## src/rtl/sd_clk_pkg.sv

```systemverilog
// Shared types and defaults for the SD clock-path sequencer.
package sd_clk_pkg;

    typedef enum logic [2:0] {
        WAIT_LOCK,
        INIT,
        STABLE,
        WAIT_IDLE,
        GATE,
        SWITCH,
        SETTLE
    } state_e;

    localparam logic CLK_SLOW = 1'b0;
    localparam logic CLK_FAST = 1'b1;

    localparam int unsigned DEF_LOCK_WAIT     = 64;
    localparam int unsigned DEF_INIT_WAIT     = 16384;
    localparam int unsigned DEF_GATE_CYCLES   = 16;
    localparam int unsigned DEF_SETTLE_CYCLES = 16;
    localparam int          DEF_CNT_W         = 16;
    localparam int unsigned DEF_TIMEOUT       = 65535;

    // A state loaded with n stays n cycles: the counter runs n-1 .. 0, and 0 means 1 cycle.
    function automatic int unsigned wait_load(input int unsigned n);
        return (n == 0) ? 0 : n - 1;
    endfunction

    function automatic int unsigned max2(input int unsigned a, input int unsigned b);
        return (a > b) ? a : b;
    endfunction

endpackage

```

## src/rtl/sync_2ff.sv

```systemverilog
// Two-flop synchroniser for a single level signal, async active-low reset to 0.
module sync_2ff (
    input  logic clk,
    input  logic rst_n,
    input  logic d,
    output logic q
);

    logic meta_d, meta_q;
    logic sync_d, sync_q;

    always_comb begin
        meta_d = d;
        sync_d = meta_q;
    end

    always_ff @(posedge clk or negedge rst_n) begin
        if (!rst_n) begin
            meta_q <= 1'b0;
            sync_q <= 1'b0;
        end else begin
            meta_q <= meta_d;
            sync_q <= sync_d;
        end
    end

    assign q = sync_q;

endmodule

```

## src/rtl/sd_clk_ctrl.sv

```systemverilog
// SD clock-path sequencer: lock wait, init clocking, gated slow<->fast switching.
// Optional idle-wait timeout enabled by defining SD_CLK_TIMEOUT_EN.
module sd_clk_ctrl
    import sd_clk_pkg::*;
#(
    parameter int unsigned LOCK_WAIT     = DEF_LOCK_WAIT,
    parameter int unsigned INIT_WAIT     = DEF_INIT_WAIT,
    parameter int unsigned GATE_CYCLES   = DEF_GATE_CYCLES,
    parameter int unsigned SETTLE_CYCLES = DEF_SETTLE_CYCLES,
    parameter int          CNT_W         = DEF_CNT_W,
    parameter int unsigned TIMEOUT       = DEF_TIMEOUT
) (
    input  logic iclk,
    input  logic irst_n,
    input  logic ilock,
    input  logic ireq_fast,
    input  logic ibus_idle,
    output logic osel_clk,
    output logic oclk_en,
    output logic oready,
    output logic ofast,
    output logic oswitch_ack,
    output logic oerr
);

    localparam logic [CNT_W-1:0] LD_LOCK   = CNT_W'(wait_load(LOCK_WAIT));
    localparam logic [CNT_W-1:0] LD_INIT   = CNT_W'(wait_load(INIT_WAIT));
    localparam logic [CNT_W-1:0] LD_GATE   = CNT_W'(wait_load(GATE_CYCLES));
    localparam logic [CNT_W-1:0] LD_SETTLE = CNT_W'(wait_load(SETTLE_CYCLES));

    // TIMEOUT is part of the width check in every build so a parameter set stays portable.
    localparam int unsigned MAX_WAIT = max2(max2(LOCK_WAIT, INIT_WAIT),
                                            max2(max2(GATE_CYCLES, SETTLE_CYCLES), TIMEOUT));

    if (CNT_W < 1 || longint'(MAX_WAIT) > (longint'(1) << CNT_W)) begin : g_cnt_w_check
        $error("sd_clk_ctrl: CNT_W too narrow for the configured wait values");
    end

    logic lock_s;

    sync_2ff u_lock_sync (
        .clk   (iclk),
        .rst_n (irst_n),
        .d     (ilock),
        .q     (lock_s)
    );

    state_e           state_d, state_q;
    logic [CNT_W-1:0] cnt_d, cnt_q;
    logic             sel_d, sel_q;
    logic             en_d, en_q;
    logic             rdy_d, rdy_q;
    logic             fast_d, fast_q;
    logic             ack_d, ack_q;
    logic             tgt_d, tgt_q;
    logic             cnt_zero;
    logic             switch_done;

`ifdef SD_CLK_TIMEOUT_EN
    localparam logic [CNT_W-1:0] LD_TIMEOUT = CNT_W'(wait_load(TIMEOUT));
    logic err_d, err_q;
    // After a timeout, the host must drop the request before a new switch is tried.
    logic blk_d, blk_q;
`endif

    assign cnt_zero = (cnt_q == '0);

    always_comb begin
        state_d = state_q;
        cnt_d   = cnt_zero ? cnt_q : cnt_q - 1'b1;
        tgt_d   = tgt_q;
`ifdef SD_CLK_TIMEOUT_EN
        err_d   = err_q;
        blk_d   = blk_q;
`endif
        if (!lock_s && state_q != WAIT_LOCK) begin
            state_d = WAIT_LOCK;
            cnt_d   = LD_LOCK;
        end else begin
            case (state_q)
                WAIT_LOCK: begin
                    if (!lock_s) begin
                        cnt_d = LD_LOCK;
                    end else if (cnt_zero) begin
                        state_d = INIT;
                        cnt_d   = LD_INIT;
                    end
                end
                INIT: begin
                    if (cnt_zero) state_d = STABLE;
                end
                STABLE: begin
`ifdef SD_CLK_TIMEOUT_EN
                    if (ireq_fast == fast_q) begin
                        blk_d = 1'b0;
                    end else if (!blk_q) begin
                        state_d = WAIT_IDLE;
                        tgt_d   = ireq_fast ? CLK_FAST : CLK_SLOW;
                        cnt_d   = LD_TIMEOUT;
                    end
`else
                    if (ireq_fast != fast_q) begin
                        state_d = WAIT_IDLE;
                        tgt_d   = ireq_fast ? CLK_FAST : CLK_SLOW;
                    end
`endif
                end
                WAIT_IDLE: begin
                    if (ireq_fast == fast_q) begin
                        state_d = STABLE;
                    end else if (ibus_idle) begin
                        state_d = GATE;
                        cnt_d   = LD_GATE;
                    end
`ifdef SD_CLK_TIMEOUT_EN
                    else if (cnt_zero) begin
                        state_d = STABLE;
                        err_d   = 1'b1;
                        blk_d   = 1'b1;
                    end
`endif
                end
                GATE: begin
                    if (cnt_zero) state_d = SWITCH;
                end
                SWITCH: begin
                    state_d = SETTLE;
                    cnt_d   = LD_SETTLE;
                end
                SETTLE: begin
                    if (cnt_zero) state_d = STABLE;
                end
                default: begin
                    state_d = WAIT_LOCK;
                    cnt_d   = LD_LOCK;
                end
            endcase
        end
    end

    // Outputs are registered from the next state so they line up with state_q.
    assign switch_done = (state_q == SETTLE) && (state_d == STABLE);

    always_comb begin
        en_d  = (state_d == INIT) || (state_d == STABLE) || (state_d == WAIT_IDLE);
        rdy_d = (state_d == STABLE);
        ack_d = switch_done;
        case (state_d)
            WAIT_LOCK, INIT: sel_d = CLK_SLOW;
            SWITCH:          sel_d = tgt_q;
            default:         sel_d = sel_q;
        endcase
        if (state_d == WAIT_LOCK || state_d == INIT) begin
            fast_d = CLK_SLOW;
        end else if (switch_done) begin
            fast_d = sel_q;
        end else begin
            fast_d = fast_q;
        end
    end

    always_ff @(posedge iclk or negedge irst_n) begin
        if (!irst_n) begin
            state_q <= WAIT_LOCK;
            cnt_q   <= '0;
            sel_q   <= CLK_SLOW;
            en_q    <= 1'b0;
            rdy_q   <= 1'b0;
            fast_q  <= CLK_SLOW;
            ack_q   <= 1'b0;
            tgt_q   <= CLK_SLOW;
        end else begin
            state_q <= state_d;
            cnt_q   <= cnt_d;
            sel_q   <= sel_d;
            en_q    <= en_d;
            rdy_q   <= rdy_d;
            fast_q  <= fast_d;
            ack_q   <= ack_d;
            tgt_q   <= tgt_d;
        end
    end

`ifdef SD_CLK_TIMEOUT_EN
    always_ff @(posedge iclk or negedge irst_n) begin
        if (!irst_n) begin
            err_q <= 1'b0;
            blk_q <= 1'b0;
        end else begin
            err_q <= err_d;
            blk_q <= blk_d;
        end
    end

    assign oerr = err_q;
`else
    assign oerr = 1'b0;
`endif

    assign osel_clk    = sel_q;
    assign oclk_en     = en_q;
    assign oready      = rdy_q;
    assign ofast       = fast_q;
    assign oswitch_ack = ack_q;

endmodule

```

## config.mk

```make
export PLATFORM = sky130hd
export DESIGN_NAME = sd_clk_ctrl
export DESIGN_NICKNAME = d
export VERILOG_FILES = /design/src/rtl/sd_clk_pkg.sv /design/src/rtl/sync_2ff.sv /design/src/rtl/sd_clk_ctrl.sv
export SDC_FILE = /design/constraint.sdc
export NUM_CORES = 1
export LEC_CHECK = 0
export BUFFER_PORTS_ARGS = -buffer_cell sky130_fd_sc_hd__buf_2
export CORE_MARGIN = 2
export CORE_UTILIZATION = 50
export CTS_BUF_LIST = sky130_fd_sc_hd__clkbuf_8
export DETAILED_ROUTE_END_ITERATION = 8
export GPL_TIMING_DRIVEN = 0
export PLACE_DENSITY = 0.79
export SLEW_MARGIN = 0
export SYNTH_ARGS = -nofsm -noshare
export SYNTH_HDL_FRONTEND = slang
export SYNTH_SLANG_ARGS = --single-unit
export TNS_END_PERCENT = 5
```

## constraint.sdc

```tcl
create_clock -name iclk -period 3 [get_ports iclk]
set_input_delay 0.45 -clock iclk [delete_from_list [all_inputs] [get_ports iclk]]
set_output_delay 0.45 -clock iclk [all_outputs]
set_load 0.01 [all_outputs]
```

# Word level (Yosys, flattened, before mapping)
# Cells that the tools add are included.
# totals
in_bits	5
regBits	27
elab_cells	60
out_inout_bits	6
# op_classes
muxes	20
add_sub_neg	1
bitwise_logic	1
n_reduce_logical	16
eq_ne	12
# op_table
op	n
$mux 16	6
$pmux 16 s4	1
$mux 3	8
$pmux 3 s6	1
$logic_not 16->1	1
$sub 16x1->16 const B	1
$eq 3x2->1 const B	4
$eq 3x3->1 const B	4
$eq 3x1->1 const B	2
$logic_not 3->1	2
$reduce_bool 2->1	2
$reduce_or 2->1	2
$reduce_or 4->1	1
$logic_or 1x1->1	3
$mux 1	3
$reduce_and 3->1	1
$reduce_bool 3->1	1
$logic_and 1x1->1	2
$pmux 1 s2	1
$eq 1x1->1	1
$logic_not 1->1	1
$ne 1x1->1	1
$not 1->1	1

# Longest topological paths before layout
# Gate-level depths: netlist (run 1).
# depth
word_depth	9
mapped_depth	10
mapped_depth_nobuf	9

# Cells and area by module
# From an unflattened synthesis (run 1), not the netlist that was laid out.
# unflattened
hier_cells	168
area_unflattened_um2	1555.2
# modules_own_cells
module	cells_each	instances	seq_area_each_um2	area_each_um2
sd_clk_ctrl	166	1	625.6	1505.2
sync_2ff	2	1	50.0	50.0

# Worst setup path after synthesis (run 1)
# Ideal clock, no wire load.
# synth_timing
path_type	reg2reg
from	register cnt_q[10]
to	register cnt_q[0]
setup_slack_ns	0.722
stages_incl_launch_ff	9
n_path_buf	1
setup_ns	0.132
period_less_slack_ns	2.278
arrival_ns	2.146
t_required_ns	2.868
cell_sequence	dfrtp_1 or4_4 nor3_4 and3_1 buf_6 inv_6 ha_1 o32ai_1 nand3b_1
# synth_via
elab_chain_cells	6
elab_cells_between_ends	8
classes_between	7 x mux; 1 x reduce/logical
# synth_rtl
item	line	text
start, declared	sd_clk_ctrl.sv:49	logic [CNT_W-1:0] cnt_d, cnt_q;
start signal, assigned	sd_clk_ctrl.sv:174	cnt_q <= cnt_d;
$logic_not 16->1 (*)	sd_clk_ctrl.sv:66	assign cnt_zero = (cnt_q == '0);
$mux 16	sd_clk_ctrl.sv:70	cnt_d = cnt_zero ? cnt_q : cnt_q - 1'b1;
$mux 16, on equally long branches	sd_clk_ctrl.sv:111, sd_clk_ctrl.sv:84	
$mux 16, on equally long branches	sd_clk_ctrl.sv:109, sd_clk_ctrl.sv:82	
$pmux 16 s4 (*)	sd_clk_ctrl.sv:80	case (state_q)
$mux 16 (*)	sd_clk_ctrl.sv:76	if (!lock_s && state_q != WAIT_LOCK) begin
net cnt_d[0]	sd_clk_ctrl.sv:49	
# Mark *: on every way through the listed nets, which the timed path passes. The rest lies on a longest branch.
# A chain may end at the register's enable or synchronous reset.

# Worst setup path after layout (run 1)
# layout_timing
from	register cnt_q[10]
to	register cnt_q[13]
# layout_via
elab_chain_cells	6
elab_cells_between_ends	9
classes_between	1 x add/sub; 7 x mux; 1 x reduce/logical
# layout_rtl
item	line
$sub 16x1->16 / $logic_not 16->1 (equally long branches)	sd_clk_ctrl.sv:70, sd_clk_ctrl.sv:66
$mux 16	sd_clk_ctrl.sv:70
$mux 16, on equally long branches	sd_clk_ctrl.sv:111, sd_clk_ctrl.sv:84
$mux 16, on equally long branches	sd_clk_ctrl.sv:109, sd_clk_ctrl.sv:82
$pmux 16 s4 (*)	sd_clk_ctrl.sv:80
$mux 16 (*)	sd_clk_ctrl.sv:76
net cnt_d[13]	sd_clk_ctrl.sv:49
# Marked as above.

==> results of run 1 <==
[worst register-to-register path, cell delays in order, from the launching register on]
cell,delay [ns]
dfrtp_1,0.45
or4_4,0.60
or3_2,0.48
o2111ai_1,0.42
nor4_1,0.14
xnor2_1,0.20
a21oi_1,0.09
[stage by stage]
stage | setup WS [ns] | std cells
after floorplan | 0.722 | 168
after global placement | 0.580 | 210
after detailed placement | 0.527 | 210
after CTS | 0.493 | 214
after global routing | 0.358 | 214
final | 0.489 | 214
[placed cells by master (no fill, tap or decap), drive strengths merged, types with 4 or more instances in the layout]
cell type  count
nor2          17
a21oi         14
dfrtp         27
inv            6
nand3          4
o21ai         13
clkbuf         6
buf           13
nor3           7
xnor2          8
nand2         14
[registers in the layout, summed over array words and instances (netlist names)]
signal	count
cnt_q	16
state_q	3
oclk_en	1
ofast	1
oready	1
osel_clk	1
oswitch_ack	1
tgt_q	1
u_lock_sync.meta_q	1
u_lock_sync.q	1
[report_power, final]
part,switching [mW],leakage [nW],internal (mW),total (mW)
sequential,0.00514,0.345,0.368,0.373
clock,0.118,0.0217,0.0944,0.213
combinational,0.0215,0.353,0.0129,0.0344
total,0.145,0.720,0.475,0.620
[final cells by class]
cell class / instances / area [µm²]
fillers: 271 / 1310
repair buffers: 9 / 45.0
well taps: 33 / 41.3
inverters: 6 / 27.5
clock buffers: 3 / 41.3
plain buffers: 7 / 46.3
flip-flops and latches: 27 / 676
clock inverters: 1 / 7.51
multi-input cells: 128 / 806
[cell usage after synthesis (all sizes together) (3+ instances only)]
library cell	instances	area share [%]
dfrtp	27	43
nor2	17	4.1
a21oi	14	4.5
nand2	14	3.4
o21ai	13	4.2
xnor2	8	4.5
nor3	7	3.0
inv	6	1.8
buf	4	2.2
nand3	4	2.1
a211o	3	1.9
a31oi	3	1.2
and2	3	1.4
clkbuf	3	0.80
nor2b	3	1.2
nor4	3	1.2
or3	3	1.4
[kinds of logic after synthesis]
group | Yosys count
other | 1
AND/OR/NAND/NOR | 67
buffers and inverters | 13
adder cells (fa/ha/maj) | 2
flip-flops | 27
AO/OA/AOI/OAI | 48
XOR/XNOR | 10
[routing by layer]
layer  track usage [%]  routed length, µm  vias up
met5                 0                  0        -
met4              8.25                 67        0
met3              3.90                173        9
met2              34.0               1670       47
met1              27.8               1390      649
li1                  -                  -      622
[worst paths after layout]
kind	endpoint	start	slack, ns
worst max-delay path	cnt_q[13]	cnt_q[10]	0.49
worst min-delay path	cnt_q[4]	irst_n	0.16
worst max register to register	cnt_q[13]	cnt_q[10]	0.49
worst min register to register	u_lock_sync.q	u_lock_sync.meta_q	0.36
max in group asynchronous	cnt_q[2]	irst_n	2.44
min in group iclk	u_lock_sync.meta_q	ilock	0.28
==> summary.md, run 1 <==
| Metric | Value |
|---|---|
| CTS Hold Bufs | `0` |
| Die Area | `3570 µm²` |
| Post-layout util | `56.3%` |
| Post-CTS Setup Repair Bufs | `0` |
| CP Depth | `6` |
| CP endpoint kind | `flip-flop` |
| CTS tree | `done` |
| Slowest CP cell | `or4_4` |
| Die height | `59.8 µm` |
| Min Tclk post-route | `2.51 ns` |
| Leak pwr | `0.720 nW` |
| Post-synth EDFFs | `0` |
| Layout cell share with drive strength beyond 1 | `20.4%` |
| Clock Tree Buf Depth | `2` |
| CP peak stage delay | `0.60 ns` |
| Relative slew margins | `60.4%` |
| Post-DR vias/cell | `6.20` |
| I/O pin count | `11` |
| Via count | `1327` |
| Clock sinks | `27` |
| Gr usage total | `21.0%` |
| Cell variety after synth | `51` |
| Data required time at the worst endpoint | `3.15 ns` |
| Final hold violations | `0` |
| Seq/Total Area, Yosys | `43.4%` |
| CP arrival | `2.66 ns` |
| Grt total ovfl | `0` |
| Row cnt | `20` |
| Final instance area | `1690 µm²` |
| PD cells | `367 nW/µm²` |
| CP cell instances | `or4_4 > or3_2 > o2111ai_1 > nor4_1 > xnor2_1 > a21oi_1` |
| Hold Slack | `0.164 ns` |
| Detailed-route wire length per cell | `15.4 µm` |
| Mapped Nets | `175` |
| DRC | `0` |
| Final HPWL from detailed placement | `2350 µm` |
| Synth Area in Compound Gates | `20.2%` |
| Placed cell areas | `1640 µm²` |
| Adder-cell area share of the yosys netlist | `1.61%` |
| NumNets Final | `189` |
| Synthesized cell area | `1560 µm²` |
| CP Buf/Inv Count | `0` |
| Clock skew | `0.00410 ns` |
| Mux contribution to synthesized area | `0%` |
| R2r worst-path depth | `6` |
| Xor-xnor portion of the synthesized cell area | `5.63%` |
| # port buffers | `9` |
| Status | `completed` |
| Yosys reg bits | `27` |
| Largest net degree at the start of global routing | `28` |
| # diodes | `0` |
| Synth async-reset ratio | `100%` |
| Max Cap Violations | `0` |
| Antenna Nets Post-Route | `0` |
| Setup Viol. Count Final | `0` |
| GP Congestion | `0.806` |
| Setup TNS | `0 ns` |
| Largest family of logic cells by synthesized area | `simple AND/OR/NAND/NOR gates` |
| Final Slew Violations | `0` |
| Layout area overhead | `8.69%` |
| First-pass DRT Iterations | `4` |
| Slew @ Worst Pin | `0.594 ns` |
| Main synth FF type | `dfrtp_1` |
| Synth Instances | `168` |
| Reg clk slew, reported paths | `0.10 ns` |
| Worst Hold Class | `input pin to async pin` |
| Die X | `59.8 µm` |
| CTS resizes | `0` |
| Clk root buf | `clkbuf_8` |
| Peak VDD IR | `233 µV` |
| Initial core utilization | `51.8%` |
| Synth warn | `0` |
| Clk_lat worst skew | `0.28 ns` |
| CTS HTree Levels | `1` |
| Delay-heaviest family, CP | `simple AND/OR/NAND/NOR gates` |
| CTS Buf Count | `3` |
| Global-route wire length before repair | `5670 µm` |
| Total power | `0.620 mW` |
| Total core area | `3000 µm²` |
| Area fraction in and, or, nand and nor cells after synthesis | `24.1%` |
| Final Cycle Share | `83.7%` |
| CP max FO | `6` |
| Initial antenna violation count | `0` |
| Vias in the first global route | `1260` |
| Violation count after the first detailed-routing iteration | `49` |
| Crit Path Class | `flip-flop to flip-flop` |
| Crit path launch type | `flip-flop` |
| Final WL | `3300 µm` |
| Peak Freq | `398 MHz` |
| Synth Area per Inst | `9.26 µm²` |
| Unrepaired setup endpoints after global routing | `no` |
No activity file was read; power rests on OpenSTA's default activity.
==> inputs of run 2 (changes only) <==
==> constraint.sdc (replaced) <==
create_clock -name iclk -period 2.43 [get_ports iclk]
set_input_delay 0.3645 -clock iclk [delete_from_list [all_inputs] [get_ports iclk]]
set_output_delay 0.3645 -clock iclk [all_outputs]
set_load 0.01 [all_outputs]
==> run 2 against run 1 <==
Compared with the run above:
- non-clock buffer count rose by 8
- utilization rose by 3.2 points
- combinational power increased by 37%
- cell count rose by 3.7%
- clock skew increased by 0.0012 ns
- setup slack worse by 0.49 ns
- register-to-register slack worse by 0.49 ns
- sequential cell count did not move
- total power grew 24%
- die area unchanged
- hold slack worse by 0.091 ns
- global-route usage grew 0.32 points
- critical path type unchanged
- largest cell class unchanged
==> summary.md, run 2 (same netlist as run 1, synthesis figures left out) <==
| Metric | Value |
|---|---|
| Worst Hold Class | `input pin to async pin` |
| Layout cell share with drive strength beyond 1 | `27.0%` |
| Clock Tree Buf Depth | `2` |
| Final HPWL from detailed placement | `2350 µm` |
| Worst r2r src | `cnt_q[11]` |
| CTS Hold Bufs | `0` |
| Worst slack, placed | `-0.0431 ns` |
| Crit path launch type | `flip-flop` |
| Gr busiest metal | `met2` |
| PD cells | `431 nW/µm²` |
| R2R Path End | `ofast` |
| Die X | `59.8 µm` |
| Largest net degree at the start of global routing | `28` |
| # port buffers | `9` |
| Row cnt | `20` |
| Commonest non-fill, non-tap cell in the layout | `dfrtp_1` |
| Unrepaired setup endpoints after global routing | `yes` |
| CP peak stage delay | `0.56 ns` |
| Final Cycle Share | `99.9%` |
| Delay-heaviest family, CP | `simple AND/OR/NAND/NOR gates` |
| Setup Viol. Count Final | `0` |
| CP arrival | `2.64 ns` |
| Final worst slack | `0.00282 ns` |
| Leak pwr | `0.761 nW` |
| Met1 Track Usage GR | `28.2%` |
| CP Buf/Inv Count | `2` |
| Vias in the first global route | `1270` |
| DRC | `0` |
| Via count | `1370` |
| R2r worst-path depth | `8` |
| Antenna Nets Post-Route | `0` |
| Post-DR vias/cell | `6.17` |
| Gr usage total | `21.3%` |
| Clk root buf | `clkbuf_8` |
| Die Area | `3570 µm²` |
| R2r setup slk | `0.003 ns` |
| Grt total ovfl | `0` |
| Detailed-route wire length per cell | `15.8 µm` |
| Max reg flops | `16` |
| Die height | `59.8 µm` |
| Initial antenna violation count | `0` |
| CP max FO | `6` |
| Hold Slack | `0.0731 ns` |
| CP cell instances | `or4_4 > nor3_4 > and3_1 > buf_6 > buf_4 > nand2_1 > or3_1 > a2bb2oi_2` |
| Final Slew Violations | `0` |
| # diodes | `0` |
| Grt met3 use | `3.90%` |
| Fillers | `263` |
| Clock sinks | `27` |
| CTS HTree Levels | `1` |
| Crit Path Class | `flip-flop to flip-flop` |
| Met2 usage | `34.0%` |
| Min Tclk post-route | `2.43 ns` |
| Final WL | `3520 µm` |
| CTS tree | `done` |
| Data required time at the worst endpoint | `2.64 ns` |
| Reg clk slew, reported paths | `0.10 ns` |
| Reg with most FFs | `cnt_q` |
| CTS Buf Count | `3` |
| Status | `completed` |
| First-pass DRT Iterations | `4` |
| GP Congestion | `0.806` |
| Peak VDD IR | `295 µV` |
| Clk_lat worst skew | `0.27 ns` |
| Slowest CP cell | `or4_4` |
| Layout area overhead | `14.8%` |
| Slew @ Worst Pin | `0.586 ns` |
| Final hold violations | `0` |
| Violation count after the first detailed-routing iteration | `37` |
| CP endpoint kind | `flip-flop` |
| Regs by FF count | `cnt_q: 16 flops, state_q: 3 flops` |
| NumNets Final | `197` |
| Max Cap Violations | `0` |
| Peak Freq | `412 MHz` |
| I/O pin count | `11` |
| Total core area | `3000 µm²` |
| Initial core utilization | `51.8%` |
| Setup crit start | `cnt_q[11]` |
| Clock skew | `0.00532 ns` |
| Global-route wire length before repair | `5750 µm` |
| Most used cells in the layout excluding fill and tap cells | `25 x dfrtp_1, 17 x nor2_1, 14 x a21oi_1, 14 x nand2_1, 13 x o21ai_0` |
| Relative slew margins | `61.0%` |
## run 2: timing repair
item	4_1_cts	5_1_grt
setup endpoints to repair	2	5
buffers inserted	0	8
gates resized for setup	1	5
pin swaps	0	3
## run 2: metrics by stage
stage               setup TNS, ns  total power [mW]  std cells  util [%]  cell area (µm²)
CTS                       -0.0735             0.770        214      56.5             1700
finish                          0             0.770        222      59.5             1790
detailed placement        -0.0569             0.512        210      54.7             1640
global placement                0             0.510        210      54.7             1640
floorplan                       0             0.492        168         -             1560
global route               -0.189             0.804        222      59.5             1790
## run 2: worst max path at each step
stage	slack [ns]	end	cells past startpoint
6_report	0.003	ofast	8
5_1_grt	-0.08	ofast	8
4_1_cts	-0.07	cnt_q[0]	8
3_5_place_dp	-0.04	cnt_q[13]	6
3_3_place_gp	0.01	cnt_q[0]	8
2_1_floorplan	0.15	cnt_q[0]	8
## run 2: final cells by class
class	instances	area [µm²]	area share, %
Multi-Input combinational cell	128	838	47.0
Sequential cell	27	678	38.0
Timing Repair Buffer	17	105	5.89
Buffer	7	46.3	2.59
Clock buffer	3	41.3	2.31
Tap cell	33	41.3	2.31
Inverter	6	27.5	1.54
Clock inverter	1	7.51	0.420
## run 2: layer usage
layer | vias up | part of all wire, %
met5 | - | 0
met4 | 0 | 2.3
met2 | 60 | 50
met1 | 658 | 43
li1 | 639 | -
met3 | 13 | 4.8
## run 2: power by group
part | internal, mW | leakage [nW] | switching, mW
sequential | 0.454 | 0.342 | 0.00689
combinational | 0.0188 | 0.397 | 0.0282
clock | 0.116 | 0.0217 | 0.145
total | 0.590 | 0.761 | 0.180
==> inputs of run 3 (changes only) <==
--- a/config.mk
+++ b/config.mk
@@ -12,6 +12,7 @@
 export DETAILED_ROUTE_END_ITERATION = 8
 export GPL_TIMING_DRIVEN = 0
 export PLACE_DENSITY = 0.79
+export REMOVE_ABC_BUFFERS = 1
 export SLEW_MARGIN = 0
 export SYNTH_ARGS = -nofsm -noshare
 export SYNTH_HDL_FRONTEND = slang
==> run 3 against run 2 <==
Compared with the run above:
- fmax increased by 2.1%
- sequential power about the same
- setup slack better by 0.049 ns
- die area stayed put
- non-clock buffer count fell by 7
- hold slack better by 0.0093 ns
- critical path depth down 2
- routed wire length is 6.7% lower
- critical path type unchanged
- largest cell class unchanged
==> summary.md, run 3 (same netlist as run 1, synthesis figures left out) <==
| Metric | Value |
|---|---|
| # diodes | `0` |
| Most used cells in the layout excluding fill and tap cells | `26 x dfrtp_1, 17 x nor2_1, 14 x a21oi_1, 13 x nand2_1, 13 x o21ai_0` |
| Layout area overhead | `12.6%` |
| Max Cap Violations | `0` |
| Peak VDD IR | `373 µV` |
| Total core area | `3000 µm²` |
| Unrepaired setup endpoints after global routing | `yes` |
| Clock sinks | `27` |
| Min Tclk post-route | `2.38 ns` |
| Leak pwr | `0.748 nW` |
| Final Cycle Share | `97.9%` |
| Violation count after the first detailed-routing iteration | `61` |
| CP arrival | `2.49 ns` |
| Total power | `0.757 mW` |
| Clock Tree Buf Depth | `2` |
| Worst r2r src | `cnt_q[10]` |
| CTS tree | `done` |
| CTS Hold Bufs | `0` |
| First-pass DRT Iterations | `4` |
| Regs by FF count | `cnt_q: 16 flops, state_q: 3 flops` |
| Post-layout util | `58.3%` |
| Final hold violations | `0` |
| Clk root buf | `clkbuf_8` |
| Initial antenna violation count | `0` |
| Die Area | `3570 µm²` |
| PD cells | `432 nW/µm²` |
| Global-route wire length before repair | `5400 µm` |
| Gr usage total | `20.2%` |
| Peak Freq | `421 MHz` |
| Die X | `59.8 µm` |
| Crit Path Class | `flip-flop to flip-flop` |
| Worst Hold Class | `input pin to async pin` |
| Grt total ovfl | `0` |
| Final HPWL from detailed placement | `2170 µm` |
| Clk_lat worst skew | `0.28 ns` |
| Via count | `1267` |
| R2R Path End | `cnt_q[13]` |
| GP Congestion | `0.854` |
| Row cnt | `20` |
| Final Slew Violations | `0` |
| Crit path launch type | `flip-flop` |
| Initial core utilization | `51.8%` |
| Largest net degree at the start of global routing | `28` |
| Status | `completed` |
| Layout cell share with drive strength beyond 1 | `24.7%` |
| Layout Cells excl Fill | `215` |
| Reg clk slew, reported paths | `0.09 ns` |
| R2r worst-path depth | `6` |
| Relative slew margins | `16.4%` |
| I/O pin count | `11` |
| Commonest non-fill, non-tap cell in the layout | `dfrtp_1` |
| Setup Viol. Count Final | `0` |
| NumNets Final | `190` |
| Slew @ Worst Pin | `1.24 ns` |
| CP endpoint kind | `flip-flop` |
| Max reg flops | `16` |
| R2r setup slk | `0.05 ns` |
| Detailed-route wire length per cell | `15.3 µm` |
| Reg with most FFs | `cnt_q` |
| Vias in the first global route | `1204` |
| CTS HTree Levels | `1` |
| Post-DR vias/cell | `5.89` |
| Antenna Nets Post-Route | `0` |
| DRC | `0` |
| Final WL | `3280 µm` |
| Die height | `59.8 µm` |
| CP max FO | `4` |
| Placed insts | `203` |
| Clock skew | `0.00567 ns` |
| Data required time at the worst endpoint | `2.54 ns` |
| # port buffers | `9` |
| CTS Buf Count | `3` |
run 3: metal layers:
metal | wire, µm | up-vias | share of wire, % | GRT usage [%]
li1 | - | 630 | - | -
met1 | 1410 | 595 | 43 | 26.6
met2 | 1650 | 33 | 50 | 31.7
met3 | 153 | 9 | 4.7 | 4.98
met4 | 65 | 0 | 2.0 | 8.25
met5 | 0 | - | 0 | 0
run 3: critical path, cell delays in order (launching register included):
cell       delay, ns
dfrtp_2         0.44
or4_4           0.56
or3_2           0.48
o2111ai_1       0.38
nor4_1          0.11
xnor2_1         0.16
a21oi_1         0.09
run 3: layout make-up:
cell class                      instances  area [µm²]
Clock buffer                            3        41.3
Clock inverter                          1        3.75
Fill cell                             268        1250
Inverter                                6        27.5
Multi-Input combinational cell        128         843
Sequential cell                        27         677
Tap cell                               33        41.3
Timing Repair Buffer                   17         118
run 3: worst max path at each step:
stage          slack, ns       from        end  depth (start not counted)
2_1_floorplan       0.04  cnt_q[10]   cnt_q[0]                          7
3_3_place_gp       -0.17  cnt_q[10]   cnt_q[0]                          7
3_5_place_dp       -0.25  cnt_q[10]   cnt_q[0]                          7
4_1_cts            0.002  cnt_q[10]   cnt_q[0]                          7
5_1_grt            -0.01  cnt_q[10]   cnt_q[0]                          8
6_report            0.05  cnt_q[10]  cnt_q[13]                          6
run 3: metrics by stage:
stage / area, µm² / hold WS, ns / worst slack, ns / TNS (ns)
floorplan: 1510 / 0.0689 / 0.0360 / 0
global placement: 1600 / 0.336 / -0.171 / -0.340
detailed placement: 1600 / 0.341 / -0.253 / -0.777
CTS: 1670 / 0.102 / 0.00197 / 0
global route: 1750 / 0.128 / -0.0131 / -0.0553
finish: 1750 / 0.0824 / 0.0521 / 0
run 3: repair_timing:
action,CTS,global route
setup endpoints to repair,9,5
cloned,0,0
resized for setup,2,6
buffers inserted,2,6
pin swaps,1,5
run 3: power by group:
group,switching (mW),total (mW),internal [mW]
logic,0.0252,0.0407,0.0155
registers,0.00896,0.463,0.454
clock network,0.139,0.253,0.114
total,0.173,0.757,0.583
